**config.mk**
```make
export PLATFORM = sky130hd
export DESIGN_NAME = xc_aesmix_seq_flat
export DESIGN_NICKNAME = d
export VERILOG_FILES = /design/src/rtl/xc_aesmix_seq_if.sv /design/src/rtl/xc_aesmix_seq.sv /design/src/flat_wrapper.sv
export SDC_FILE = /design/constraint.sdc
export NUM_CORES = 1
export LEC_CHECK = 0
export CORE_ASPECT_RATIO = 1.4
export CORE_MARGIN = 3
export CORE_UTILIZATION = 25
export DETAILED_ROUTE_END_ITERATION = 8
export PLACE_DENSITY = 0.56
export SETUP_SLACK_MARGIN = 0.02
export SYNTH_ARGS = -nofsm -noshare
export SYNTH_HDL_FRONTEND = slang
export SYNTH_SLANG_ARGS = --single-unit
export TNS_END_PERCENT = 5
```
**constraint.sdc**
```tcl
create_clock -name clock -period 4.5 [get_ports clock]
set_clock_uncertainty 0.1 [all_clocks]
set_input_delay 1.125 -clock clock [delete_from_list [all_inputs] [get_ports clock]]
set_output_delay 1.125 -clock clock [all_outputs]
set_load 0.03 [all_outputs]
```
**src/rtl/xc_aesmix_seq_if.sv**
```systemverilog
// ---------------------------------------------------------------------------
// xc_aesmix_seq_if
// Bus between the MixColumns sequencer and one shared xc_aesmix unit.
//   master modport : sequencer side (drives flush/valid/operands).
//   slave modport  : xc_aesmix side (returns ready/result).
// Signals:
//   mix_flush      - flush the unit (clears any partial computation)
//   mix_flush_data - data presented with a flush (always zero here)
//   mix_valid      - operands valid
//   mix_enc        - 1 = MixColumns, 0 = InvMixColumns
//   mix_rs1/rs2    - 32-bit column operand (both carry the same word)
//   mix_ready      - result for the held operands is available
//   mix_result     - 32-bit mixed column
// ---------------------------------------------------------------------------
interface xc_aesmix_seq_if;
    logic        mix_flush;
    logic [31:0] mix_flush_data;
    logic        mix_valid;
    logic        mix_enc;
    logic [31:0] mix_rs1;
    logic [31:0] mix_rs2;
    logic        mix_ready;
    logic [31:0] mix_result;

    modport master (
        output mix_flush,
        output mix_flush_data,
        output mix_valid,
        output mix_enc,
        output mix_rs1,
        output mix_rs2,
        input  mix_ready,
        input  mix_result
    );

    modport slave (
        input  mix_flush,
        input  mix_flush_data,
        input  mix_valid,
        input  mix_enc,
        input  mix_rs1,
        input  mix_rs2,
        output mix_ready,
        output mix_result
    );
endinterface

```
**src/rtl/xc_aesmix_seq.sv**
```systemverilog
// ---------------------------------------------------------------------------
// xc_aesmix_seq
// Applies AES MixColumns / InvMixColumns to a full 128-bit state by feeding
// a shared xc_aesmix unit one 32-bit column at a time. The unit is flushed
// before every operation, each column is held until the unit reports ready,
// and the four results are published together with a one-cycle done pulse.
// Works unchanged with single-cycle or multi-cycle unit builds.
//
// Ports:
//   clock, reset   - clock, synchronous active-high reset
//   start          - begin an operation (sampled only when idle)
//   abort          - cancel the operation in progress
//   enc            - 1 = MixColumns, 0 = InvMixColumns (latched on start)
//   state_in       - input state, column c = state_in[32c+31:32c]
//   key_in         - round key (used only when XC_AESMIX_SEQ_ARK_EN)
//   busy           - high whenever not idle
//   done           - one-cycle pulse when state_out is updated
//   state_out      - result state, holds until the next done
//   mix            - master side of xc_aesmix_seq_if towards xc_aesmix
//
// Build option:
//   XC_AESMIX_SEQ_ARK_EN - XOR each captured column with the latched key
//                          column (fused MixColumns + AddRoundKey).
// ---------------------------------------------------------------------------
module xc_aesmix_seq (
    input  logic                   clock,
    input  logic                   reset,
    input  logic                   start,
    input  logic                   abort,
    input  logic                   enc,
    input  logic [127:0]           state_in,
    input  logic [127:0]           key_in,
    output logic                   busy,
    output logic                   done,
    output logic [127:0]           state_out,
    xc_aesmix_seq_if.master        mix
);

    localparam logic [2:0] ST_IDLE  = 3'd0;
    localparam logic [2:0] ST_FLUSH = 3'd1;
    localparam logic [2:0] ST_ISSUE = 3'd2;
    localparam logic [2:0] ST_DONE  = 3'd3;
    localparam logic [2:0] ST_ABORT = 3'd4;

    // Extract column c of a 128-bit state.
    function automatic logic [31:0] col_word(input logic [127:0] s, input logic [1:0] c);
        logic [31:0] w;
        case (c)
            2'd0:    w = s[31:0];
            2'd1:    w = s[63:32];
            2'd2:    w = s[95:64];
            2'd3:    w = s[127:96];
            default: w = 32'h0000_0000;
        endcase
        return w;
    endfunction

    // Replace column c of a 128-bit state with word w.
    function automatic logic [127:0] put_word(input logic [127:0] s, input logic [1:0] c,
                                              input logic [31:0] w);
        logic [127:0] r;
        r = s;
        case (c)
            2'd0:    r[31:0]   = w;
            2'd1:    r[63:32]  = w;
            2'd2:    r[95:64]  = w;
            2'd3:    r[127:96] = w;
            default: r = s;
        endcase
        return r;
    endfunction

    logic [2:0]   r_state;
    logic [1:0]   r_col;
    logic [127:0] r_in;
    logic         r_enc;
    logic [127:0] r_buf;
    logic [127:0] r_state_out;
    logic         r_busy;
    logic         r_done;
    logic         r_mix_valid;
    logic         r_mix_flush;
    logic         r_mix_enc;
    logic [31:0]  r_mix_op;

    logic [2:0]   w_state_nxt;
    logic [1:0]   w_col_nxt;
    logic [127:0] w_in_nxt;
    logic         w_enc_nxt;
    logic [127:0] w_buf_nxt;
    logic [127:0] w_out_nxt;
    logic [31:0]  w_cap_word;

`ifdef XC_AESMIX_SEQ_ARK_EN
    logic [127:0] r_key;
    logic [127:0] w_key_nxt;
    assign w_cap_word = mix.mix_result ^ col_word(r_key, r_col);
`else
    // Key is not needed in the pure MixColumns build.
    logic w_key_unused;
    assign w_key_unused = ^key_in;
    assign w_cap_word   = mix.mix_result;
`endif

    // Next-state, column counter, operand latch and result collection.
    always_comb begin
        w_state_nxt = r_state;
        w_col_nxt   = r_col;
        w_in_nxt    = r_in;
        w_enc_nxt   = r_enc;
        w_buf_nxt   = r_buf;
        w_out_nxt   = r_state_out;
`ifdef XC_AESMIX_SEQ_ARK_EN
        w_key_nxt   = r_key;
`endif
        case (r_state)
            ST_IDLE: begin
                if (start && !abort) begin
                    w_in_nxt    = state_in;
                    w_enc_nxt   = enc;
`ifdef XC_AESMIX_SEQ_ARK_EN
                    w_key_nxt   = key_in;
`endif
                    w_col_nxt   = 2'd0;
                    w_state_nxt = ST_FLUSH;
                end else begin
                    w_state_nxt = ST_IDLE;
                end
            end
            ST_FLUSH: begin
                if (abort) begin
                    w_state_nxt = ST_ABORT;
                end else begin
                    w_state_nxt = ST_ISSUE;
                end
            end
            ST_ISSUE: begin
                // abort wins over a same-cycle ready; that result is dropped
                if (abort) begin
                    w_state_nxt = ST_ABORT;
                end else if (mix.mix_ready) begin
                    w_buf_nxt = put_word(r_buf, r_col, w_cap_word);
                    if (r_col == 2'd3) begin
                        // publish the complete buffer, including the column
                        // captured on this very edge
                        w_out_nxt   = w_buf_nxt;
                        w_state_nxt = ST_DONE;
                    end else begin
                        w_col_nxt   = r_col + 2'd1;
                    end
                end else begin
                    w_state_nxt = ST_ISSUE;
                end
            end
            ST_DONE: begin
                w_state_nxt = ST_IDLE;
            end
            ST_ABORT: begin
                w_state_nxt = ST_IDLE;
            end
            default: begin
                w_state_nxt = ST_IDLE;
            end
        endcase
    end

    // State registers; outputs are decoded from the next state so they are
    // registered and never combinationally depend on mix_ready.
    always_ff @(posedge clock) begin
        if (reset) begin
            r_state     <= ST_IDLE;
            r_col       <= 2'd0;
            r_in        <= 128'h0;
            r_enc       <= 1'b0;
            r_buf       <= 128'h0;
            r_state_out <= 128'h0;
            r_busy      <= 1'b0;
            r_done      <= 1'b0;
            r_mix_valid <= 1'b0;
            r_mix_flush <= 1'b0;
            r_mix_enc   <= 1'b0;
            r_mix_op    <= 32'h0;
`ifdef XC_AESMIX_SEQ_ARK_EN
            r_key       <= 128'h0;
`endif
        end else begin
            r_state     <= w_state_nxt;
            r_col       <= w_col_nxt;
            r_in        <= w_in_nxt;
            r_enc       <= w_enc_nxt;
            r_buf       <= w_buf_nxt;
            r_state_out <= w_out_nxt;
            r_busy      <= (w_state_nxt != ST_IDLE);
            r_done      <= (w_state_nxt == ST_DONE);
            r_mix_valid <= (w_state_nxt == ST_ISSUE);
            r_mix_flush <= (w_state_nxt == ST_FLUSH) || (w_state_nxt == ST_ABORT);
            r_mix_enc   <= w_enc_nxt;
            r_mix_op    <= col_word(w_in_nxt, w_col_nxt);
`ifdef XC_AESMIX_SEQ_ARK_EN
            r_key       <= w_key_nxt;
`endif
        end
    end

    assign busy               = r_busy;
    assign done               = r_done;
    assign state_out          = r_state_out;
    assign mix.mix_flush      = r_mix_flush;
    assign mix.mix_flush_data = 32'h0000_0000;
    assign mix.mix_valid      = r_mix_valid;
    assign mix.mix_enc        = r_mix_enc;
    assign mix.mix_rs1        = r_mix_op;
    assign mix.mix_rs2        = r_mix_op;

endmodule

```
**src/flat_wrapper.sv**
```systemverilog
// flat-port wrapper written by rule: the top's interface ports become plain ports
module xc_aesmix_seq_flat 
  (clock, reset, start, abort, enc, state_in, key_in, busy, done, state_out, mix_mix_flush, mix_mix_flush_data, mix_mix_valid, mix_mix_enc, mix_mix_rs1, mix_mix_rs2, mix_mix_ready, mix_mix_result);
  xc_aesmix_seq_if mix_i ();
  input  logic clock;
  input  logic reset;
  input  logic start;
  input  logic abort;
  input  logic enc;
  input  logic [127:0] state_in;
  input  logic [127:0] key_in;
  output logic busy;
  output logic done;
  output logic [127:0] state_out;
  output wire logic [$bits(mix_i.mix_flush)-1:0] mix_mix_flush;
  output wire logic [$bits(mix_i.mix_flush_data)-1:0] mix_mix_flush_data;
  output wire logic [$bits(mix_i.mix_valid)-1:0] mix_mix_valid;
  output wire logic [$bits(mix_i.mix_enc)-1:0] mix_mix_enc;
  output wire logic [$bits(mix_i.mix_rs1)-1:0] mix_mix_rs1;
  output wire logic [$bits(mix_i.mix_rs2)-1:0] mix_mix_rs2;
  input wire logic [$bits(mix_i.mix_ready)-1:0] mix_mix_ready;
  input wire logic [$bits(mix_i.mix_result)-1:0] mix_mix_result;
  assign mix_mix_flush = mix_i.mix_flush;
  assign mix_mix_flush_data = mix_i.mix_flush_data;
  assign mix_mix_valid = mix_i.mix_valid;
  assign mix_mix_enc = mix_i.mix_enc;
  assign mix_mix_rs1 = mix_i.mix_rs1;
  assign mix_mix_rs2 = mix_i.mix_rs2;
  assign mix_i.mix_ready = mix_mix_ready;
  assign mix_i.mix_result = mix_mix_result;
  xc_aesmix_seq u_core (.clock(clock), .reset(reset), .start(start), .abort(abort), .enc(enc), .state_in(state_in), .key_in(key_in), .busy(busy), .done(done), .state_out(state_out), .mix(mix_i));
endmodule
```
### Yosys cells after proc, flatten, opt, wreduce, memory -nomap -nowiden

Cells that the tools add are included.

| cells by class | value |
|---|---|
| add/sub/neg operators | 1 |
| equal/unequal tests | 12 |
| mux-type cells | 18 |
| bitwise gates (word level) | 1 |
| reduce and logical (&&, ||, !) cells | 10 |

Operator list:

| cell | number |
|---|---|
| $mux 128 | 2 |
| $mux 32 | 4 |
| $pmux 32 s4 | 1 |
| $mux 3 | 4 |
| $eq 3x2->1 const B | 3 |
| $pmux 3 s3 | 1 |
| $eq 2x2->1 const B | 4 |
| $mux 2 | 4 |
| $eq 3x1->1 const B | 2 |
| $eq 2x1->1 const B | 2 |
| $logic_not 2->1 | 2 |
| $pmux 2 s2 | 1 |
| $reduce_and 4->1 | 1 |
| $eq 3x3->1 const B | 1 |
| $logic_not 3->1 | 1 |
| $reduce_and 3->1 | 1 |
| $reduce_bool 3->1 | 1 |
| $add 2x1->2 const B | 1 |
| $reduce_and 2->1 | 1 |
| $logic_and 1x1->1 | 1 |
| $logic_not 1->1 | 1 |
| $logic_or 1x1->1 | 1 |
| $mux 1 | 1 |
| $not 1->1 | 1 |

| word-level totals | value |
|---|---|
| register bits after elaboration | 426 |
| bits of input ports | 294 |
| logic and storage cells | 53 |

### Depth between registers and ports, before layout

Gate-level depths: netlist of the first run.

| logic depth | value |
|---|---|
| word-level depth | 7 |
| depth in mapped cells | 8 |
| gate-level depth less buffers | 5 |

### Least setup slack after synthesis of the first run

OpenSTA, ideal clock, no wires.

| timing | value |
|---|---|
| path type | input to register |
| start | input port mix_mix_ready |
| end | register u_core.r_mix_op[20], in the netlist u_core.mix.mix_rs1[20] |
| data arrival time | 2.431 ns |
| slack | 1.844 ns |
| stages on the path | 8 |
| buffers on the path | 3 |
| cell sequence | and2_4 -> buf_6 -> a21o_4 -> or3_1 -> buf_6 -> buf_6 -> o221ai_2 -> a31oi_1 |

| on the way | value |
|---|---|
| word-level cells in the longest chain between the ends | 5 |
| elaborated cells between the ends (all ways) | 8 |

Ends and longest elaborated chain:

| element | line | text |
|---|---|---|
| start, declared | flat_wrapper.sv:21 | `input wire logic [$bits(mix_i.mix_ready)-1:0] mix_mix_ready;` |
| $mux 2 (*) | xc_aesmix_seq.sv:141 | `end else if (mix.mix_ready) begin` |
| $mux 2 (*) | xc_aesmix_seq.sv:139 | `if (abort) begin` |
| $pmux 2 s2 (*) | xc_aesmix_seq.sv:116 | `case (r_state)` |
| $eq 2x2->1 (tied with other cells) | xc_aesmix_seq.sv:48 | `case (c)` |
| $pmux 32 s4 (*) | xc_aesmix_seq.sv:48 |  |
| end signal, assigned | xc_aesmix_seq.sv:198 | `r_mix_op <= col_word(w_in_nxt, w_col_nxt);` |
| end, declared | xc_aesmix_seq.sv:84 | `logic [31:0] r_mix_op;` |

Every way passes the cells marked *; elsewhere a longest branch is shown, timed or not.
A chain may end at the register's enable or synchronous reset.

### Worst setup path after layout of the first run

| timing | value |
|---|---|
| start | input port abort |
| end | register u_core.r_mix_op[0], in the netlist u_core.mix.mix_rs1[0] |

| on the way | value |
|---|---|
| word-level cells in the longest chain between the ends | 6 |
| elaborated cells between the ends (all ways) | 12 |

Ends and longest elaborated chain:

| element | line | text |
|---|---|---|
| start, declared | flat_wrapper.sv:8 | `input logic abort;` |
| $logic_not 1->1 | xc_aesmix_seq.sv:118 | `if (start && !abort) begin` |
| $logic_and 1x1->1 | xc_aesmix_seq.sv:118 |  |
| $mux 2 | xc_aesmix_seq.sv:118 |  |
| $pmux 2 s2 | xc_aesmix_seq.sv:116 |  |
| $eq 2x2->1 (tied with other cells) | xc_aesmix_seq.sv:48 |  |
| $pmux 32 s4 (*) | xc_aesmix_seq.sv:48 |  |

Marked as above.

==> results by group, run 1 <==
Status
  – Outcome: finished, final reports clean

Floorplanning
  – FP Rows: 105
  – Full die area: 62800 um2
  – Starting density of the core: 0.254
  – Chip width: 213 um
  – I/O Pins: 523
  – Core Region: 58900 um2
  – Die H: 295 um

Clocking
  – PostCTS Resize Cnt: 0
  – CTS Buffer Depth: 3
  – H-tree Lvls: 2
  – Number of buffers created by CTS: 41
  – Root cell of the clock tree: clkbuf_16
  – Hold_buf cts: 0
  – # Post-CTS Setup Buffers: 0
  – Clock Sinks: 394
  – Clock Pin Slew Worst Setup and Hold Paths: 0.06 ns
  – CTS tree: built
  – Clk_lat worst skew: 0.55 ns

Routing
  – Antenna Nets Post-Route: 0
  – DRC viols: 0
  – Routed wire length: 51.1 mm
  – Via-to-Cell Ratio: 4.60
  – Iteration count of the initial detailed-routing pass: 5
  – Total number of vias: 13400
  – 1st-iter DRT viols: 777
  – WL/cell: 17.5 um

Synthesis
  – Synth area leaders: dfxtp_1 53%, nand2_1 18%, a21oi_1 13%, buf_4 3.3%, clkbuf_1 2.3%
  – Asr flop ratio synth: 0
  – Top_reg_cell synth: dfxtp_1
  – Cell Area, Synth: 14900 um2
  – Post-synthesis cell type count: 39
  – Share of the yosys chip area belonging to registers: 0.528
  – Area share of the largest cell type after synthesis: 0.528
  – Cells after Synth: 1894
  – Yosys warns: 0
  – Number of synthesized flops with an enable pin: 0
  – Largest area contributor in the netlist: dfxtp_1
  – Average cell area after synthesis: 7.89 um2
  – Seq cells post-synth: 394

Timing
  – Unrepaired setup endpoints after global routing: no
  – Max-Slew Margin vs Limit: 0.298
  – Fmax achieved: 0.295 GHz
  – Fin crit share: 0.753
  – Fin. max-slew vios: 0
  – Final count of negative-setup-slack endpoints: 0
  – Tightest Pin Transition: 1.05 ns
  – Final worst path period need: 3.39 ns
  – Setup TNS: 0 ns
  – Final Hold Fails: 0

Final layout
  – Layout area overhead: 35.0%
  – Storage element area: 7890 um2
  – Commonest non-fill, non-tap cell in the layout: nand2_1
  – Share of layout cells above drive strength 1: 0.0562
  – Most frequent cells in the layout: 713 x nand2_1, 393 x dfxtp_1, 385 x a21oi_1
  – Fin area: 20200 um2
  – Fill count: 6168
  – Multi-input combinational cell area: 6070 um2
  – Nets: 2439

GRT
  – Initial antenna violation count: 3
  – GRT Total Usage: 0.157
  – Vias in the first global route: 13300
  – Largest net degree at the start of global routing: 201
  – Grt ovf: 0
  – First-pass GRT wire length: 76.7 mm

Worst setup path
  – R2R Path Start: u_core.r_col[1]
  – Crit. End Element: register
  – CP Depth: 7
  – Worst Path Max Fanout: 14
  – Startpoint Class: primary input
  – RR Endpoint: u_core.mix.mix_rs1[0]
  – CP delay by family, top: simple AND/OR/NAND/NOR gates
  – Critical Path RT: 4.81 ns
  – Path depth of the worst reg2reg path: 4
  – Buf/Inv on CP: 2
  – CP startpoint: abort
  – Setup crit end: u_core.mix.mix_rs1[0]
  – Setup CP Type: in -> reg
  – Worst Path Arrival: 3.69 ns
  – CP max stage cell: nand2b_1
  – R2R Setup Slk: 1.77 ns
  – Crit path cell chain: clkdlybuf4s50_1 -> nor3_2 -> buf_4 -> a21oi_4 -> nand2b_1 -> nor3_1 -> a2111oi_0
  – Crit-path max cell delay: 0.63 ns

Place
  – Post-DP Area: 18900 um2
  – GPL Wtd Cong: 0.791
  – IO buf count: 362
  – Detailed placement HPWL: 35.0 mm

Power
  – LEAKAGE: 0.00674 uW
  – PwrDens: 378 nW/um2
  – Max rail drop VDD: 0.218 mV

Worst hold path
  – Hold crit path type: reg -> reg

Run
  – Max cap viols: 0
[kinds of logic after synthesis]
kind of cell	share of synthesized area
other	0.000251
flip-flops	0.528
multiplexers	0.00134
AO/OA/AOI/OAI	0.185
buffers and inverters	0.0771
AND/OR/NAND/NOR	0.207
XOR/XNOR	0.000586
[flip-flops by register name, indices dropped and copies added (netlist names)]
register              flops
u_core.busy               1
u_core.done               1
u_core.mix.mix_flush      1
u_core.mix.mix_rs1       32
u_core.mix.mix_valid      1
u_core.r_buf             96
u_core.r_col              2
u_core.r_enc              1
u_core.r_in             128
u_core.r_state            3
u_core.state_out        128
[report_power, final]
part	total, uW	internal [uW]	switching [uW]	leakage (uW)
clock network	3320	1940	1380	0.000625
logic	684	283	401	0.00292
registers	3610	3570	44.5	0.00319
total	7620	5790	1830	0.00674
[cell type report]
type | instances | share of cell area
flip-flops and latches | 394 | 0.391
multi-input cells | 1313 | 0.301
repair buffers | 394 | 0.197
diodes | 1 | 0.000124
clock inverters | 6 | 0.00428
inverters | 1 | 0.000186
well taps | 749 | 0.0465
clock buffers | 62 | 0.0593
[metal layers]
layer  vias to the layer above  GRT usage  wire length [um]
met1                      6305      0.174             19400
met3                        79     0.0391              3480
li1                       6631          -                 -
met2                       423      0.291             26600
met5                         -          0                34
met4                         4     0.0524              1570
[cells in the mapped netlist, types with 10 or more instances]
master,instances
a31oi_1,31
o221ai_2,10
nand2_1,715
buf_4,65
o21ai_0,20
clkbuf_1,91
nand3_1,19
dfxtp_1,394
o21a_1,12
nor2_1,20
nor3_1,19
a2111oi_2,10
buf_2,54
a21oi_1,386
[stage by stage]
stage	utilization	hold WS (ns)	instances	worst slack, ns	power, uW
after floorplan	-	0.328	1925	1.84	4070
after global placement	0.321	0.336	2851	0.635	4380
after detailed placement	0.321	0.342	2851	0.551	4380
after CTS	0.343	0.350	2919	1.13	7740
after global routing	0.343	0.363	2919	0.933	7910
final	0.343	0.349	2920	1.11	7620
[how the worst min path moves through the flow]
stage	endpoint	startpoint	slack, ns	cells past startpoint
4_1_cts	u_core.state_out[23]	u_core.r_buf[23]	0.35	2
5_1_grt	u_core.state_out[0]	u_core.r_buf[0]	0.36	2
3_3_place_gp	u_core.state_out[55]	u_core.r_buf[55]	0.34	2
6_report	u_core.state_out[23]	u_core.r_buf[23]	0.35	2
3_5_place_dp	u_core.state_out[25]	u_core.r_buf[25]	0.34	2
2_1_floorplan	u_core.state_out[0]	u_core.r_buf[0]	0.33	2
[worst register-to-register path, stage by stage, from the launching register on]
cell and delay (ns):
dfxtp_2 0.87, buf_4 0.40, nand2b_1 0.67, nor3_1 0.10
a2111oi_0 0.44
No activity file was read; power rests on OpenSTA's default activity.
==> run 2: changes to the inputs <==
==> constraint.sdc (replaced) <==
create_clock -name clock -period 3.4 [get_ports clock]
set_clock_uncertainty 0.1 [all_clocks]
set_input_delay 0.85 -clock clock [delete_from_list [all_inputs] [get_ports clock]]
set_output_delay 0.85 -clock clock [all_outputs]
set_load 0.03 [all_outputs]
==> results by group, run 2 (synthesis results as in run 1) <==
Status
  – Outcome: finished, final reports clean (unchanged)

Clocking
  – CTS tree: built (unchanged)
  – Number of buffers created by CTS: 43 (was 41)
  – Root cell of the clock tree: clkbuf_16 (unchanged)
  – # Post-CTS Setup Buffers: 0 (unchanged)
  – Clock Pin Slew Worst Setup and Hold Paths: 0.06 ns (about the same)
  – CTS Buffer Depth: 3 (unchanged)
  – Hold_buf cts: 0 (unchanged)
  – PostCTS Resize Cnt: 0 (unchanged)
  – Clk_lat worst skew: 0.56 ns (was 0.55 ns)
  – Clock Sinks: 394 (unchanged)
  – H-tree Lvls: 2 (unchanged)

Power
  – Clock power frac: 0.444 (was 0.436)
  – Switching power share of the total: 0.244 (was 0.240)
  – LEAKAGE: 0.00690 uW (was 0.00674 uW)
  – Max rail drop VDD: 0.331 mV (was 0.218 mV)
  – PwrDens: 501 nW/um2 (was 378 nW/um2)
  – Pint: 7780 uW (was 5790 uW)
  – Sequential Power Share: 0.465 (was 0.474)
  – NetSw: 2510 uW (was 1830 uW)
  – Logic pwr share: 0.090 (about the same)

Timing
  – Fmax achieved: 0.377 GHz
  – Tightest Pin Transition: 0.856 ns (was 1.05 ns)
  – Fin. max-slew vios: 0 (unchanged)
  – Hold slack: 0.350 ns (was 0.349 ns)
  – Unrepaired setup endpoints after global routing: no (unchanged)
  – Final worst path period need: 2.66 ns
  – Final count of negative-setup-slack endpoints: 0 (unchanged)
  – Setup TNS: 0 ns (unchanged)
  – Max-Slew Margin vs Limit: 0.426 (was 0.298)
  – Fin crit share: 0.781
  – Final Hold Fails: 0 (unchanged)

GRT
  – GRT Total Usage: 0.157 (about the same)
  – Grt ovf: 0 (unchanged)
  – Vias in the first global route: 13200 (was 13300)
  – Initial antenna violation count: 3 (unchanged)
  – Largest net degree at the start of global routing: 137 (was 201)
  – First-pass GRT wire length: 76.3 mm (was 76.7 mm)

Final layout
  – Commonest non-fill, non-tap cell in the layout: nand2_1 (unchanged)
  – Share of layout cells above drive strength 1: 0.0662 (was 0.0562)
  – Most frequent cells in the layout: 713 x nand2_1, 393 x dfxtp_1, 385 x a21oi_1 (unchanged)
  – Core occupancy in the finished layout: 0.349 (was 0.343)
  – Layout area overhead: 37.4% (was 35.0%)
  – Fin area: 20500 um2 (was 20200 um2)
  – Nets: 2455 (was 2439)

Worst setup path
  – CP Depth: 1 (was 7)
  – Buf/Inv on CP: 1 (was 2)
  – Worst Path Arrival: 1.71 ns (was 3.69 ns)
  – Startpoint Class: register (was primary input)
  – Setup CP Type: reg -> out (was in -> reg)
  – CP startpoint: u_core.mix.mix_rs1[29] (was abort)
  – Critical Path RT: 2.45 ns (was 4.81 ns)
  – R2R Path Start: u_core.r_col[1] (unchanged)
  – Crit-path max cell delay: 0.71 ns (was 0.63 ns)
  – RR Endpoint: u_core.mix.mix_rs1[6] (was u_core.mix.mix_rs1[0])
  – Crit path cell chain: clkdlybuf4s50_1 (was clkdlybuf4s50_1 -> nor3_2 -> buf_4 -> a21oi_4 -> nand2b_1 -> nor3_1 -> a2111oi_0)
  – CP max stage cell: clkdlybuf4s50_1 (was nand2b_1)
  – Crit. End Element: primary output (was register)
  – Worst Path Max Fanout: 2 (was 14)
  – Path depth of the worst reg2reg path: 6 (was 4)
  – CP delay by family, top: buffers and inverters (was simple AND/OR/NAND/NOR gates)
  – R2R Setup Slk: 1.22 ns (was 1.77 ns)
  – Setup crit end: mix_mix_rs2[29] (was u_core.mix.mix_rs1[0])

Routing
  – Routed wire length: 51.1 mm (about the same)
  – Total number of vias: 13600 (was 13400)
  – Antenna Nets Post-Route: 0 (unchanged)
  – WL/cell: 17.4 um (was 17.5 um)
  – Iteration count of the initial detailed-routing pass: 5 (unchanged)
  – 1st-iter DRT viols: 735 (was 777)
  – DRC viols: 0 (unchanged)
  – Via-to-Cell Ratio: 4.62 (was 4.60)

Floorplanning
  – Starting density of the core: 0.254 (unchanged)
  – Chip width: 213 um (unchanged)
  – Core Region: 58900 um2 (unchanged)
  – FP Rows: 105 (unchanged)
  – Full die area: 62800 um2 (unchanged)
  – I/O Pins: 523 (unchanged)
  – Die H: 295 um (unchanged)

Place
  – Post-DP Area: 19100 um2 (was 18900 um2)
  – GPL Wtd Cong: 0.786 (was 0.791)
  – IO buf count: 362 (unchanged)
  – Detailed placement HPWL: 35.4 mm (was 35.0 mm)

Run
  – Max cap viols: 0 (unchanged)

Worst hold path
  – Hold crit path type: reg -> reg (unchanged)
run 2: worst min-delay path by stage:
| stage | startpoint | endpoint | slack (ns) | cells after the start |
|---|---|---|---|---|
| global route | u_core.r_buf[63] | u_core.state_out[63] | 0.37 | 2 |
| detailed placement | u_core.r_buf[26] | u_core.state_out[26] | 0.34 | 2 |
| floorplan | u_core.r_buf[0] | u_core.state_out[0] | 0.33 | 2 |
| finish | u_core.r_buf[60] | u_core.state_out[60] | 0.35 | 2 |
| global placement | u_core.r_buf[55] | u_core.state_out[55] | 0.34 | 2 |
| CTS | u_core.r_buf[85] | u_core.state_out[85] | 0.35 | 2 |
run 2: cell type report:
class,instances,area (um2)
flip-flops and latches,394,7890
fillers,6146,38300
repair buffers,408,4240
diodes,2,5.00
clock buffers,62,1270
inverters,1,3.75
well taps,749,937
clock inverters,11,114
multi-input cells,1313,6070
run 2: power by group through the flow:
stage	clock network [uW]	registers (uW)	logic, uW
after floorplan	0	4920	466
after CTS	4760	4790	940
after detailed placement	0	4890	936
after global placement	0	4880	930
final	4570	4790	929
after global routing	4940	4800	996
run 2: stage by stage:
stage          power (uW)  instances  setup slack, ns
5_1_grt             10700       2939            0.649
2_1_floorplan        5390       1925             1.02
4_1_cts             10500       2938            0.661
3_3_place_gp         5810       2865            0.221
6_report            10300       2940            0.744
3_5_place_dp         5820       2865            0.220
run 2: layer usage:
metal,global-route usage,vias to the layer above,routed length (um)
li1,-,6694,-
met1,0.176,6352,19400
met2,0.283,457,26000
met3,0.0392,93,3700
met4,0.0622,0,2000
met5,0,-,0
==> run 3: changes to the inputs <==
--- a/config.mk
+++ b/config.mk
@@ -9,7 +9,7 @@
 export CORE_MARGIN = 3
 export CORE_UTILIZATION = 25
 export DETAILED_ROUTE_END_ITERATION = 8
-export PLACE_DENSITY = 0.56
+export PLACE_DENSITY = 0.58
 export SETUP_SLACK_MARGIN = 0.02
 export SYNTH_ARGS = -nofsm -noshare
 export SYNTH_HDL_FRONTEND = slang
==> constraint.sdc (replaced) <==
create_clock -name clock -period 2.4 [get_ports clock]
set_clock_uncertainty 0.1 [all_clocks]
set_input_delay 0.6 -clock clock [delete_from_list [all_inputs] [get_ports clock]]
set_output_delay 0.6 -clock clock [all_outputs]
set_load 0.03 [all_outputs]
==> results by group, run 3 (synthesis results as in run 1) <==
Status
  – Outcome: finished, final reports clean (unchanged)

Worst setup path
  – CP max stage cell: clkdlybuf4s50_1 (unchanged)
  – CP delay by family, top: buffers and inverters (unchanged)
  – Crit path cell chain: clkdlybuf4s50_1 (unchanged)
  – CP startpoint: u_core.state_out[37] (was u_core.mix.mix_rs1[29])
  – Crit. End Element: primary output (unchanged)
  – Setup crit end: state_out[37] (was mix_mix_rs2[29])
  – R2R Setup Slk: 0.35 ns (was 1.22 ns)
  – RR Endpoint: u_core.mix.mix_rs1[1] (was u_core.mix.mix_rs1[6])
  – Path depth of the worst reg2reg path: 5 (was 6)
  – Critical Path RT: 1.70 ns (was 2.45 ns)
  – Startpoint Class: register (unchanged)
  – Worst Path Arrival: 1.64 ns (was 1.71 ns)
  – Worst Path Max Fanout: 2 (unchanged)
  – Setup CP Type: reg -> out (unchanged)
  – CP Depth: 1 (unchanged)
  – Crit-path max cell delay: 0.74 ns (was 0.71 ns)
  – Buf/Inv on CP: 1 (unchanged)
  – R2R Path Start: u_core.r_col[0] (was u_core.r_col[1])

Power
  – Pint: 11300 uW (was 7780 uW)
  – PwrDens: 708 nW/um2 (was 501 nW/um2)
  – Switching power share of the total: 0.239 (was 0.244)
  – Logic pwr share: 0.092 (was 0.090)
  – Sequential Power Share: 0.457 (was 0.465)
  – NetSw: 3550 uW (was 2510 uW)
  – Max rail drop VDD: 0.414 mV (was 0.331 mV)
  – LEAKAGE: 0.00723 uW (was 0.00690 uW)
  – Clock power frac: 0.452 (was 0.444)

Clocking
  – CTS Buffer Depth: 3 (unchanged)
  – Number of buffers created by CTS: 41 (was 43)
  – Clock Pin Slew Worst Setup and Hold Paths: 0.06 ns (about the same)
  – H-tree Lvls: 2 (unchanged)
  – Clock Sinks: 394 (unchanged)
  – Root cell of the clock tree: clkbuf_16 (unchanged)
  – CTS tree: built (unchanged)
  – Clk_lat worst skew: 0.56 ns (about the same)
  – Hold_buf cts: 0 (unchanged)

Timing
  – Tightest Pin Transition: 0.901 ns (was 0.856 ns)
  – Final worst path period need: 2.34 ns
  – Setup TNS: 0 ns (unchanged)
  – Max-Slew Margin vs Limit: 0.396 (was 0.426)
  – Fmax achieved: 0.428 GHz
  – Hold slack: 0.263 ns (was 0.350 ns)
  – Unrepaired setup endpoints after global routing: yes (was no)
  – Fin. max-slew vios: 0 (unchanged)
  – Final Hold Fails: 0 (unchanged)
  – Final count of negative-setup-slack endpoints: 0 (unchanged)
  – Fin crit share: 0.974

Floorplanning
  – Chip width: 213 um (unchanged)
  – Full die area: 62800 um2 (unchanged)
  – Die H: 295 um (unchanged)
  – I/O Pins: 523 (unchanged)
  – Starting density of the core: 0.254 (unchanged)
  – Core Region: 58900 um2 (unchanged)
  – FP Rows: 105 (unchanged)

Final layout
  – # diodes: 0 (was 2)
  – Fill count: 6043 (was 6146)
  – Layout area overhead: 40.3% (was 37.4%)
  – Fin area: 21000 um2 (was 20500 um2)
  – Non-Filler Instances: 2974 (was 2940)
  – Multi-input combinational cell area: 6070 um2 (unchanged)
  – Storage element area: 7890 um2 (unchanged)
  – Most frequent cells in the layout: 713 x nand2_1, 393 x dfxtp_1, 385 x a21oi_1 (unchanged)
  – Share of layout cells above drive strength 1: 0.0818 (was 0.0662)
  – Commonest non-fill, non-tap cell in the layout: nand2_1 (unchanged)
  – Core occupancy in the finished layout: 0.356 (was 0.349)
  – Nets: 2488 (was 2455)

Routing
  – WL/cell: 17.3 um (was 17.4 um)
  – Iteration count of the initial detailed-routing pass: 5 (unchanged)
  – DRC viols: 0 (unchanged)
  – 1st-iter DRT viols: 792 (was 735)
  – Routed wire length: 51.4 mm (was 51.1 mm)
  – Antenna Nets Post-Route: 0 (unchanged)
  – Via-to-Cell Ratio: 4.63 (was 4.62)
  – Total number of vias: 13800 (was 13600)

GRT
  – Grt ovf: 0 (unchanged)
  – Initial antenna violation count: 1 (was 3)
  – Largest net degree at the start of global routing: 92 (was 137)
  – First-pass GRT wire length: 77.4 mm (was 76.3 mm)
  – Vias in the first global route: 13600 (was 13200)
  – GRT Total Usage: 0.159 (was 0.157)

Place
  – Post-DP Area: 19500 um2 (was 19100 um2)
  – IO buf count: 362 (unchanged)
  – GPL Wtd Cong: 0.793 (was 0.786)
  – Placed cells: 2900 (was 2865)
  – Detailed placement HPWL: 36.9 mm (was 35.4 mm)

Run
  – Max cap viols: 0 (unchanged)

Worst hold path
  – Worst hold path depth: 2 (unchanged)
  – Hold crit path type: in -> reg (was reg -> reg)
run 3: repair_timing:
action                                 4_1_cts  5_1_grt
setup endpoints to repair                   12        4
endpoints found under the hold margin        0        0
resized for setup                           12        1
pin swaps                                    0        0
setup buffers                                0        0
run 3: worst min path at each step:
| stage | start | endpoint |
|---|---|---|
| 2_1_floorplan | u_core.r_buf[0] | u_core.state_out[0] |
| 3_3_place_gp | u_core.r_buf[32] | u_core.state_out[32] |
| 3_5_place_dp | u_core.r_buf[35] | u_core.state_out[35] |
| 4_1_cts | reset | u_core.r_in[46] |
| 5_1_grt | reset | u_core.r_in[45] |
| 6_report | reset | u_core.r_in[45] |
run 3: layout make-up:
class | instances | area share
clock inverter | 14 | 0.00848
inverter | 1 | 0.000179
timing repair buffer | 443 | 0.221
sequential | 394 | 0.377
clock buffer | 60 | 0.0592
tap | 749 | 0.0447
multi-input combinational | 1313 | 0.290
run 3: stage by stage:
step | total power [uW] | setup slack [ns]
after detailed placement | 8300 | -0.310
after global routing | 15400 | 0.0149
after CTS | 15100 | 0.0210
after global placement | 8290 | -0.303
after floorplan | 7640 | 0.269
final | 14800 | 0.0631
run 3: routing by layer:
metal | wire, um | GRT usage | part of all wire | up-vias
met5 | 13 | 0 | 0.00025 | -
met4 | 1690 | 0.0549 | 0.033 | 2
met3 | 3120 | 0.0331 | 0.061 | 89
met2 | 26400 | 0.293 | 0.51 | 469
met1 | 20300 | 0.180 | 0.39 | 6455
li1 | - | - | - | 6759
run 3: power by group through the flow:
| stage | logic, uW | registers (uW) | clock network (uW) |
|---|---|---|---|
| 2_1_floorplan | 660 | 6970 | 0 |
| 3_3_place_gp | 1370 | 6920 | 0 |
| 3_5_place_dp | 1380 | 6920 | 0 |
| 4_1_cts | 1380 | 6780 | 6920 |
| 5_1_grt | 1460 | 6790 | 7160 |
| 6_report | 1360 | 6780 | 6700 |
